===== src/rtl/aq_fdsu_pkg.sv =====
// Shared definitions for the FDSU left normalizer: state encoding and default widths.
package aq_fdsu_pkg;

  localparam int unsigned FracWDefault = 24;
  localparam int unsigned StepDefault  = 8;
  localparam int unsigned CntWDefault  = 5;

  typedef enum logic [1:0] {
    StIdle  = 2'b00,
    StShift = 2'b01,
    StDone  = 2'b10
  } norm_state_e;

endpackage


===== src/rtl/aq_fdsu_lzc8.sv =====
// Combinational 8-bit leading-zero counter with an all-zero flag.
module aq_fdsu_lzc8 (
  input  logic [7:0] data_i,
  output logic [2:0] cnt_o,
  output logic       zero_o
);

  logic found;

  always_comb begin
    cnt_o = '0;
    found = 1'b0;
    for (int i = 7; i >= 0; i--) begin
      if (!found && data_i[i]) begin
        cnt_o = 3'(7 - i);
        found = 1'b1;
      end
    end
    zero_o = ~|data_i;
  end

endmodule


===== src/rtl/aq_fdsu_left_norm.sv =====
// Iterative left-shift normalizer: shifts a fraction left until its MSB is set,
// examining STEP bits per cycle, and reports the total shift applied.
module aq_fdsu_left_norm
  import aq_fdsu_pkg::*;
#(
  parameter int unsigned FRAC_W = FracWDefault,
  parameter int unsigned STEP   = StepDefault,
  parameter int unsigned CNT_W  = CntWDefault
) (
  input  logic              forever_cpuclk,
  input  logic              cpurst_b,
  input  logic              norm_in_vld,
  output logic              norm_in_rdy,
  input  logic [FRAC_W-1:0] norm_in_frac,
  input  logic              norm_flush,
  output logic              norm_out_vld,
  input  logic              norm_out_rdy,
  output logic [FRAC_W-1:0] norm_out_frac,
  output logic [CNT_W-1:0]  norm_out_cnt,
  output logic              norm_out_zero
);

  norm_state_e       state_q, state_d;
  logic [FRAC_W-1:0] frac_q, frac_d;
  logic [CNT_W-1:0]  cnt_q, cnt_d;
  logic              zero_q, zero_d;

  logic [2:0] top_lz;
  logic       top_zero;
  logic       rest_zero;

  // The leading-zero counter is fixed at 8 bits, so STEP is expected to be 8.
  aq_fdsu_lzc8 u_lzc (
    .data_i (frac_q[FRAC_W-1 -: 8]),
    .cnt_o  (top_lz),
    .zero_o (top_zero)
  );

  assign rest_zero = ~|frac_q[FRAC_W-STEP-1:0];

  always_comb begin
    state_d = state_q;
    frac_d  = frac_q;
    cnt_d   = cnt_q;
    zero_d  = zero_q;
    if (norm_flush) begin
      state_d = StIdle;
    end else begin
      unique case (state_q)
        StIdle: begin
          if (norm_in_vld) begin
            frac_d  = norm_in_frac;
            cnt_d   = '0;
            zero_d  = 1'b0;
            state_d = StShift;
          end
        end
        StShift: begin
          if (!top_zero) begin
            frac_d  = frac_q << top_lz;
            cnt_d   = cnt_q + CNT_W'(top_lz);
            state_d = StDone;
          end else if (!rest_zero) begin
            frac_d = frac_q << STEP;
            cnt_d  = cnt_q + CNT_W'(STEP);
          end else begin
            frac_d  = '0;
            cnt_d   = '0;
            zero_d  = 1'b1;
            state_d = StDone;
          end
        end
        StDone: begin
          if (norm_out_rdy) state_d = StIdle;
        end
        default: state_d = StIdle;
      endcase
    end
  end

  always_ff @(posedge forever_cpuclk or negedge cpurst_b) begin
    if (!cpurst_b) begin
      state_q <= StIdle;
      frac_q  <= '0;
      cnt_q   <= '0;
      zero_q  <= 1'b0;
    end else begin
      state_q <= state_d;
      frac_q  <= frac_d;
      cnt_q   <= cnt_d;
      zero_q  <= zero_d;
    end
  end

  assign norm_in_rdy   = (state_q == StIdle);
  assign norm_out_vld  = (state_q == StDone);
  assign norm_out_frac = frac_q;
  assign norm_out_cnt  = cnt_q;
  assign norm_out_zero = zero_q;

endmodule


===== config.mk =====
export PLATFORM = sky130hd
export DESIGN_NAME = aq_fdsu_left_norm
export DESIGN_NICKNAME = d
export VERILOG_FILES = /design/src/rtl/aq_fdsu_pkg.sv /design/src/rtl/aq_fdsu_lzc8.sv /design/src/rtl/aq_fdsu_left_norm.sv
export SDC_FILE = /design/constraint.sdc
export NUM_CORES = 1
export LEC_CHECK = 0
export CORE_MARGIN = 4
export CORE_UTILIZATION = 30
export CTS_BUF_LIST = sky130_fd_sc_hd__clkbuf_8 sky130_fd_sc_hd__clkbuf_16
export DETAILED_ROUTE_END_ITERATION = 7
export GPL_ROUTABILITY_DRIVEN = 0
export PLACE_DENSITY = 0.51
export SYNTH_ARGS = -nofsm -noshare
export SYNTH_HDL_FRONTEND = slang
export SYNTH_SLANG_ARGS = --single-unit

===== constraint.sdc =====
create_clock -name forever_cpuclk -period 7.2 [get_ports forever_cpuclk]
set_input_delay 1.8 -clock forever_cpuclk [delete_from_list [all_inputs] [get_ports forever_cpuclk]]
set_output_delay 1.8 -clock forever_cpuclk [all_outputs]
set_load 0.005 [all_outputs]

Word-level counts from Yosys, hierarchy flattened
Index checks and enable logic that the tools add are counted.
{ "classes": {"bitwise": 1, "eq_ne": 8, "addsub": 2, "n_reduce_logical": 21, "n_shift": 1, "muxes": 32} }
{ "ops": {"columns": ["cell", "count"], "rows": [
  ["$mux 24", 3],
  ["$pmux 24 s2", 1],
  ["$shl 24x3->24", 1],
  ["$reduce_or 16->1", 1],
  ["$mux 5", 3],
  ["$mux 2", 7],
  ["$mux 3", 4],
  ["$mux 1", 11],
  ["$pmux 5 s2", 1],
  ["$reduce_or 8->1", 1],
  ["$logic_and 1x1->1", 7],
  ["$logic_not 1->1", 7],
  ["$ne 2x2->1 const B", 3],
  ["$ne 3x2->1 const B", 2],
  ["$pmux 2 s3", 1],
  ["$reduce_and 3->1", 2],
  ["$add 5x3->5", 1],
  ["$add 5x4->5 const B", 1],
  ["$reduce_and 5->1", 1],
  ["$ne 4x4->1 const B", 1],
  ["$eq 2x1->1 const B", 1],
  ["$eq 2x2->1 const B", 1],
  ["$logic_not 2->1", 1],
  ["$pmux 1 s2", 1],
  ["2 further kinds", 2]
]} }
{ "word_totals": {"ff_bits": 32} }

Logic depth before layout (Yosys ltp)
Gate-level depths: netlist (run 1).
{ "depth": {"depth_word": 25, "ltp_mapped": 14, "depth_no_buf": 11} }

Modules after synthesis
A second synthesis (run 1) with hierarchy kept.
{ "hier_totals": {"hier_cells": 298, "hier_area_um2": 2588.7} }
{ "by_module_without_submodules": {"columns": ["mod", "area_per_inst_um2", "instances", "cells_per_inst"], "rows": [
  ["aq_fdsu_left_norm", 2503.7, 1, 283],
  ["aq_fdsu_lzc8", 85.1, 1, 15]
]} }

Worst setup path before layout (run 1)
OpenSTA, ideal clock, no wires.
{ "synth_timing": {"path_kind": "in2reg", "from": "input norm_flush", "to": "register frac_q[11], in the netlist norm_out_frac[11]", "arrival_ns": 2.884, "setup_slack_ns": 4.190, "path_stages": 5, "setup_ns": 0.126, "t_required_ns": 7.074, "path_cell_list": "or3_1 > clkbuf_1 > a221oi_1 > o31ai_1 > o32a_1"} }
{ "synth_via": {"elab_chain_len": 2} }
{ "synth_lines": {"columns": ["item", "line", "rtl"], "rows": [
  ["start: declaration", "aq_fdsu_left_norm.sv:15", "input logic norm_flush,"],
  ["$not 1->1 (no line)", null, null],
  ["$reduce_and 3->1 (no line)", null, null],
  ["end signal: assignment", "aq_fdsu_left_norm.sv:89", "frac_q <= frac_d;"],
  ["end: declaration", "aq_fdsu_left_norm.sv:24", "logic [FRAC_W-1:0] frac_q, frac_d;"]
]} }
Every way passes these cells.
A chain may end at the register's enable or synchronous reset.

Final worst setup path (run 1)
Ends and elaborated chain as after synthesis.

==> results of run 1 <==
-- cells in the mapped netlist, types with 2 or more instances --
| library cell | number | share of area |
|---|---|---|
| a211oi_1 | 8 | 0.023 |
| inv_1 | 4 | 0.0057 |
| a21oi_1 | 19 | 0.036 |
| a221o_1 | 3 | 0.011 |
| nand2_1 | 18 | 0.026 |
| mux2i_1 | 4 | 0.015 |
| or3_1 | 3 | 0.0072 |
| buf_6 | 3 | 0.013 |
| nand2b_1 | 3 | 0.0072 |
| o21ai_0 | 29 | 0.056 |
| and2_1 | 2 | 0.0048 |
| a22o_1 | 5 | 0.017 |
| nand3_1 | 44 | 0.084 |
| nor3_1 | 14 | 0.027 |
| o211ai_1 | 4 | 0.011 |
| a31oi_1 | 16 | 0.038 |
| or2_2 | 2 | 0.0048 |
| and3_1 | 5 | 0.012 |
| a211o_1 | 3 | 0.010 |
| nor2b_1 | 4 | 0.0096 |
| o32a_1 | 2 | 0.0077 |
| nor4_1 | 6 | 0.014 |
| clkbuf_1 | 21 | 0.030 |
| o31ai_1 | 4 | 0.011 |
| mux2_2 | 3 | 0.013 |
| nor2_1 | 31 | 0.044 |
| dfrtp_1 | 32 | 0.31 |
| nand4_1 | 2 | 0.0048 |
| a32oi_1 | 2 | 0.0067 |
| buf_2 | 3 | 0.0057 |
| ha_1 | 4 | 0.019 |
| a221oi_1 | 16 | 0.054 |
-- critical path: cells and delay by family --
kind                   cells  cell delay (ns)
AOI/OAI and AO/OA          3             0.84
and+or+nand+nor            1             0.75
buffers and inverters      1             0.49
-- routing by layer --
metal  GRT usage  routed length [um]  up-vias
met5           0                   0        -
met4      0.0869                 239        0
met3      0.0324                 724       18
met2       0.302                4500      149
met1       0.278                4430     1405
li1            -                   -     1391
-- report_power, final --
group / leakage (nW) / internal [mW] / total [mW] / switching [mW]
Combinational: 0.824 / 0.176 / 0.392 / 0.215
Clock: 0.0593 / 0.101 / 0.176 / 0.0748
Sequential: 0.380 / 0.210 / 0.293 / 0.0824
Total: 1.26 / 0.488 / 0.861 / 0.373
-- layout by cell type (no fill, tap or decap), drive strengths merged, types with 8 or more instances in the layout --
cell type      Yosys  routed
clkdlybuf4s50      0      60
nand3             44      44
dfrtp             32      32
nor2              32      32
o21ai             30      30
a21oi             20      20
nand2             18      18
a221oi            16      16
a31oi             16      16
nor3              15      15
a211oi             8       8
-- cell families (layout without fill, tap and decap cells) --
logic type / after synthesis / in the layout / share of synthesized area
DFF: 32 / 32 / 0.306
buffers and inverters: 32 / 79 / 0.0565
AOI/OAI and AO/OA: 118 / 118 / 0.303
adders and majority gates: 5 / 5 / 0.0268
muxes: 7 / 7 / 0.0282
and+or+nand+nor: 141 / 141 / 0.276
xor gates and xnor gates: 1 / 1 / 0.00335
-- worst min-delay path by stage --
stage | end | startpoint | slack (ns)
6_report | norm_out_zero | norm_out_zero | 0.50
5_1_grt | norm_out_cnt[4] | norm_out_cnt[4] | 0.51
4_1_cts | norm_out_cnt[4] | norm_out_cnt[4] | 0.50
3_5_place_dp | norm_out_cnt[4] | norm_out_cnt[4] | 0.48
3_3_place_gp | norm_out_cnt[4] | norm_out_cnt[4] | 0.48
2_1_floorplan | norm_out_cnt[4] | norm_out_cnt[4] | 0.47
-- stage by stage --
step | worst slack [ns] | hold WS [ns] | utilization
4_1_cts | 3.53 | 0.496 | 0.405
5_1_grt | 3.40 | 0.508 | 0.405
3_5_place_dp | 3.21 | 0.484 | 0.392
2_1_floorplan | 4.19 | 0.469 | -
3_3_place_gp | 3.25 | 0.475 | 0.392
6_report | 3.50 | 0.498 | 0.405
-- cell type report --
class	instances	area, um^2
fillers	894	4960
clock inverters	3	38.8
repair buffers	66	646
inverters	5	20.0
flip-flops and latches	32	801
clock buffers	5	68.8
multi-input cells	272	1670
well taps	105	131
-- registers in the layout (all words and copies together), names as in the netlist --
name	count
state_q	2
norm_out_cnt	5
norm_out_zero	1
norm_out_frac	24
==> parameters.txt, run 1 <==
Parameter                              Value

Timing
  Final hold violations ... 0
  RSZ-0062 raised after global routing ... false
  Final period demand of the worst path ... 3.70 ns
  Number of pins with negative max-slew slack in the final report ... 0
  Finish-stage setup viols ... 0
  Worst slew margin ... 0.198
  Maximum clock skew at final layout ... 0.00949 ns
  Highest clock rate ... 270 MHz
  Final-layout setup total negative slack ... 0 ns
  Actual transition at the worst max-transition pin ... 1.19 ns
  Fraction of the cycle the final worst path needs ... 0.514

Placed design
  Placed cells ... 480
  Cell area reported after detailed placement ... 3270 um^2
  Number of port buffers ... 60
  HPWL after detailed placement ... 6.84 mm

Clock network
  TritonCTS clock tree ... done
  CTS Sinks ... 32
  Number of gates given a new drive strength after cts ... 0
  Post-CTS Setup Repair Bufs ... 0
  Total clock buffers created by CTS ... 5
  Number of hold buffers added after cts ... 0
  Clock network latency to the later pin of the worst-skew pair ... 0.29 ns
  Maximum root-to-sink buffer count ... 2
  Clock Root Buffer ... clkbuf_8
  Register clock-pin slew on the reported worst setup and hold paths ... 0.08 ns
  H-tree level count ... 2

Setup path
  Start of the worst register-to-register path ... norm_out_frac[20]
  Internal reg-to-reg setup slack ... 3.76 ns
  Data required time of the worst path ... 7.38 ns
  Max stage delay on crit path ... 0.75 ns
  Length in cells of the worst reg-to-reg path ... 6
  Endpoint type of the worst setup path ... register
  Critical R2R Capture ... state_q[1]
  Termination of the worst setup path ... norm_out_frac[11]
  Worst setup startpoint ... norm_flush
  Critical path arrival ... 3.88 ns
  Worst setup SP type ... input port
  Largest driver fanout on the critical path ... 24
  Library cell contributing the largest single delay on the critical path ... or3_1
  Worst setup path category ... input port to register
  Worst-path cell chain ... clkdlybuf4s50_1 > or3_1 > a221oi_1 > o31ai_1 > o32a_1

Pwr
  Final Total Pwr ... 861 uW
  Peak supply drop ... 0.101 mV
  Total leakage power ... 1.26 nW
  Power per Cell Area ... 255 nW/um^2

Drt
  Iter 0 DRT Violations ... 273
  Antenna-violating nets left ... 0
  Final wirelength ... 9.90 mm
  Avg WL per Cell ... 20.3 um
  DR vias ... 2963
  Total DRC errors in the routed layout ... 0
  Via density per instance ... 6.07
  DRT Pass-1 Iters ... 5

Hold path
  Hold Path Stages ... 2
  Class of the most critical hold timing path ... register to register

Logic synthesis
  EDFF count, synth ... 0
  Synth Register Bits ... 32
  Proportion of register bits with asynchronous set or reset after synthesis ... 1.00
  Unique masters post-synth ... 49
  Cells after Synth ... 336
  Post-Syn Area ... 2620 um^2
  Post-Synthesis Net Count ... 370
  Number of synthesis warnings ... 0
  Sequential share of the synthesized area ... 0.306
  Most common flop cell mapped by yosys ... dfrtp_1
  Avg Inst Size Synth ... 7.78 um^2

Floorplan
  Placeable core region ... 8340 um^2
  IO Count ... 61
  # rows ... 33
  Die H ... 101 um
  Chip width ... 101 um
  Area of the die ... 10300 um^2
  Effective utilization at floorplan ... 0.314

Layout
  Final instance area ... 3380 um^2
  Number of nets in the layout ... 416
  Fraction of final layout cells sized beyond drive strength 1 ... 0.0653
  Inserted Diodes ... 0
  Layout area overhead ... 29.1%
  Layout Cells excl Fill ... 488

Global route
  Combined global-route utilization of all metal layers ... 0.199
  Maximum number of pins on one net before global-route repair ... 33
  Number of antenna violations at the first check in global routing ... 0
  Global-route wire length before repair ... 16.0 mm
  Grt total ovfl ... 0
  Number of global-route vias before repair ... 2948

Status
  Result of the run ... finished clean

Run
  MaxCap Viol Count ... 0
Power figures use the tool's default switching activity.
==> run 2, diff against run 1 <==
PLACE_DENSITY = 0.53   (was 0.51)
clock period = 3.4 ns   (was 7.2 ns; I/O delays follow)
==> parameters.txt, run 2 (synthesis results as in run 1) <==
Parameter                              Value

Clock network
  Clock Root Buffer ... clkbuf_8
  Post-CTS Setup Repair Bufs ... 0
  Clock network latency to the later pin of the worst-skew pair ... 0.29 ns
  Number of gates given a new drive strength after cts ... 0
  H-tree level count ... 2
  TritonCTS clock tree ... done
  Total clock buffers created by CTS ... 5
  Register clock-pin slew on the reported worst setup and hold paths ... 0.07 ns
  CTS Sinks ... 32
  Maximum root-to-sink buffer count ... 2
  Number of hold buffers added after cts ... 0

Placed design
  Cell area reported after detailed placement ... 3330 um^2
  Number of port buffers ... 60
  HPWL after detailed placement ... 7.27 mm

Pwr
  Power per Cell Area ... 546 nW/um^2
  Total leakage power ... 1.31 nW
  Peak supply drop ... 0.188 mV
  Final Total Pwr ... 1.89 mW

Drt
  Iter 0 DRT Violations ... 225
  Antenna-violating nets left ... 0
  DR vias ... 3061
  Final wirelength ... 10.1 mm
  DRT Pass-1 Iters ... 5
  Avg WL per Cell ... 20.4 um
  Total DRC errors in the routed layout ... 0
  Via density per instance ... 6.17

Timing
  Finish-stage setup viols ... 0
  Highest clock rate ... 345 MHz
  Number of pins with negative max-slew slack in the final report ... 0
  Final period demand of the worst path ... 2.90 ns
  Worst slew margin ... 0.290
  Maximum clock skew at final layout ... 0.00554 ns
  Final-layout setup total negative slack ... 0 ns
  Fraction of the cycle the final worst path needs ... 0.852
  RSZ-0062 raised after global routing ... false
  Actual transition at the worst max-transition pin ... 1.06 ns
  Final hold violations ... 0

Layout
  Leading cell type in the layout, fill and taps excluded ... clkdlybuf4s50_1
  Filler cell count in the final layout ... 881
  Flip-flop count of the largest register, all copies and words added ... 24
  Register cell area after layout ... 801 um^2
  Final instance area ... 3460 um^2
  Number of nets in the layout ... 424
  Commonest cells after routing, fill and taps aside ... clkdlybuf4s50_1 (60), nand3_1 (44), dfrtp_1 (32), nor2_1 (31), o21ai_0 (29)
  Inserted Diodes ... 0
  Fraction of final layout cells sized beyond drive strength 1 ... 0.0870
  Layout area overhead ... 32.2%
  Area used by multi-input combinational logic ... 1670 um^2

Global route
  Number of antenna violations at the first check in global routing ... 0
  Number of global-route vias before repair ... 3112
  Maximum number of pins on one net before global-route repair ... 33
  Grt total ovfl ... 0
  Global-route wire length before repair ... 16.7 mm
  Combined global-route utilization of all metal layers ... 0.207

Floorplan
  Effective utilization at floorplan ... 0.314
  Chip width ... 101 um
  # rows ... 33
  Die H ... 101 um
  IO Count ... 61
  Area of the die ... 10300 um^2
  Placeable core region ... 8340 um^2

Run
  MaxCap Viol Count ... 0

Hold path
  Hold Path Stages ... 1
  Class of the most critical hold timing path ... register to register

Setup path
  Worst setup path category ... register to register
  Internal reg-to-reg setup slack ... 0.50 ns
  Critical path arrival ... 3.08 ns
  Largest driver fanout on the critical path ... 23
  Data required time of the worst path ... 3.58 ns
  Endpoint type of the worst setup path ... register
  Length in cells of the worst reg-to-reg path ... 8
  Worst setup SP type ... register

Status
  Result of the run ... finished clean
==> run 2: cell types whose count changed in the layout (fill, tap and decap cells not counted) <==
cell / before / now
clkinv_2: 2 / 1
clkbuf_8: 5 / 7
inv_1: 5 / 4
buf_4: 6 / 14
==> run 2: power breakdown <==
part | internal, mW | switching (mW)
clock | 0.259 | 0.158
sequential | 0.446 | 0.171
combinational | 0.387 | 0.467
==> run 2: final cells by class <==
cell class | count | area share
clock buffer | 7 | 0.0279
sequential | 32 | 0.232
timing repair buffer | 74 | 0.204
clock inverter | 1 | 0.00869
tap | 105 | 0.0380
multi-input combinational | 272 | 0.484
inverter | 5 | 0.00579
==> run 2: through the flow <==
stage / setup WS (ns) / instances / hold slack [ns] / util
after detailed placement: 0.561 / 488 / 0.481 / 0.399
final: 0.502 / 496 / 0.492 / 0.414
after CTS: 0.541 / 496 / 0.493 / 0.414
after floorplan: 0.489 / 336 / 0.469 / -
after global placement: 0.556 / 488 / 0.479 / 0.399
after global routing: 0.361 / 496 / 0.523 / 0.414
==> run 2: path summary, 6_finish.rpt <==
path	start	to
worst max-delay path	norm_out_frac[20]	norm_out_frac[22]
worst min-delay path	norm_out_cnt[4]	norm_out_cnt[4]
worst max register to register	norm_out_frac[20]	norm_out_frac[22]
worst min register to register	norm_out_cnt[4]	norm_out_cnt[4]
max in group asynchronous	cpurst_b	norm_out_frac[12]
min in group asynchronous	cpurst_b	norm_out_zero
==> run 2: critical path, cell delays in order (launching register included) <==
cell      delay [ns]
dfrtp_1         0.51
or4_4           0.65
nor3_2          0.42
nor2_1          0.11
inv_1           0.14
buf_4           0.30
o211ai_1        0.17
and3_1          0.20
o31a_1          0.28
==> run 2: metal layers <==
layer / share of wire / GRT usage
met5: 0 / 0
met4: 0.018 / 0.0685
met3: 0.084 / 0.0379
met2: 0.46 / 0.318
met1: 0.44 / 0.291
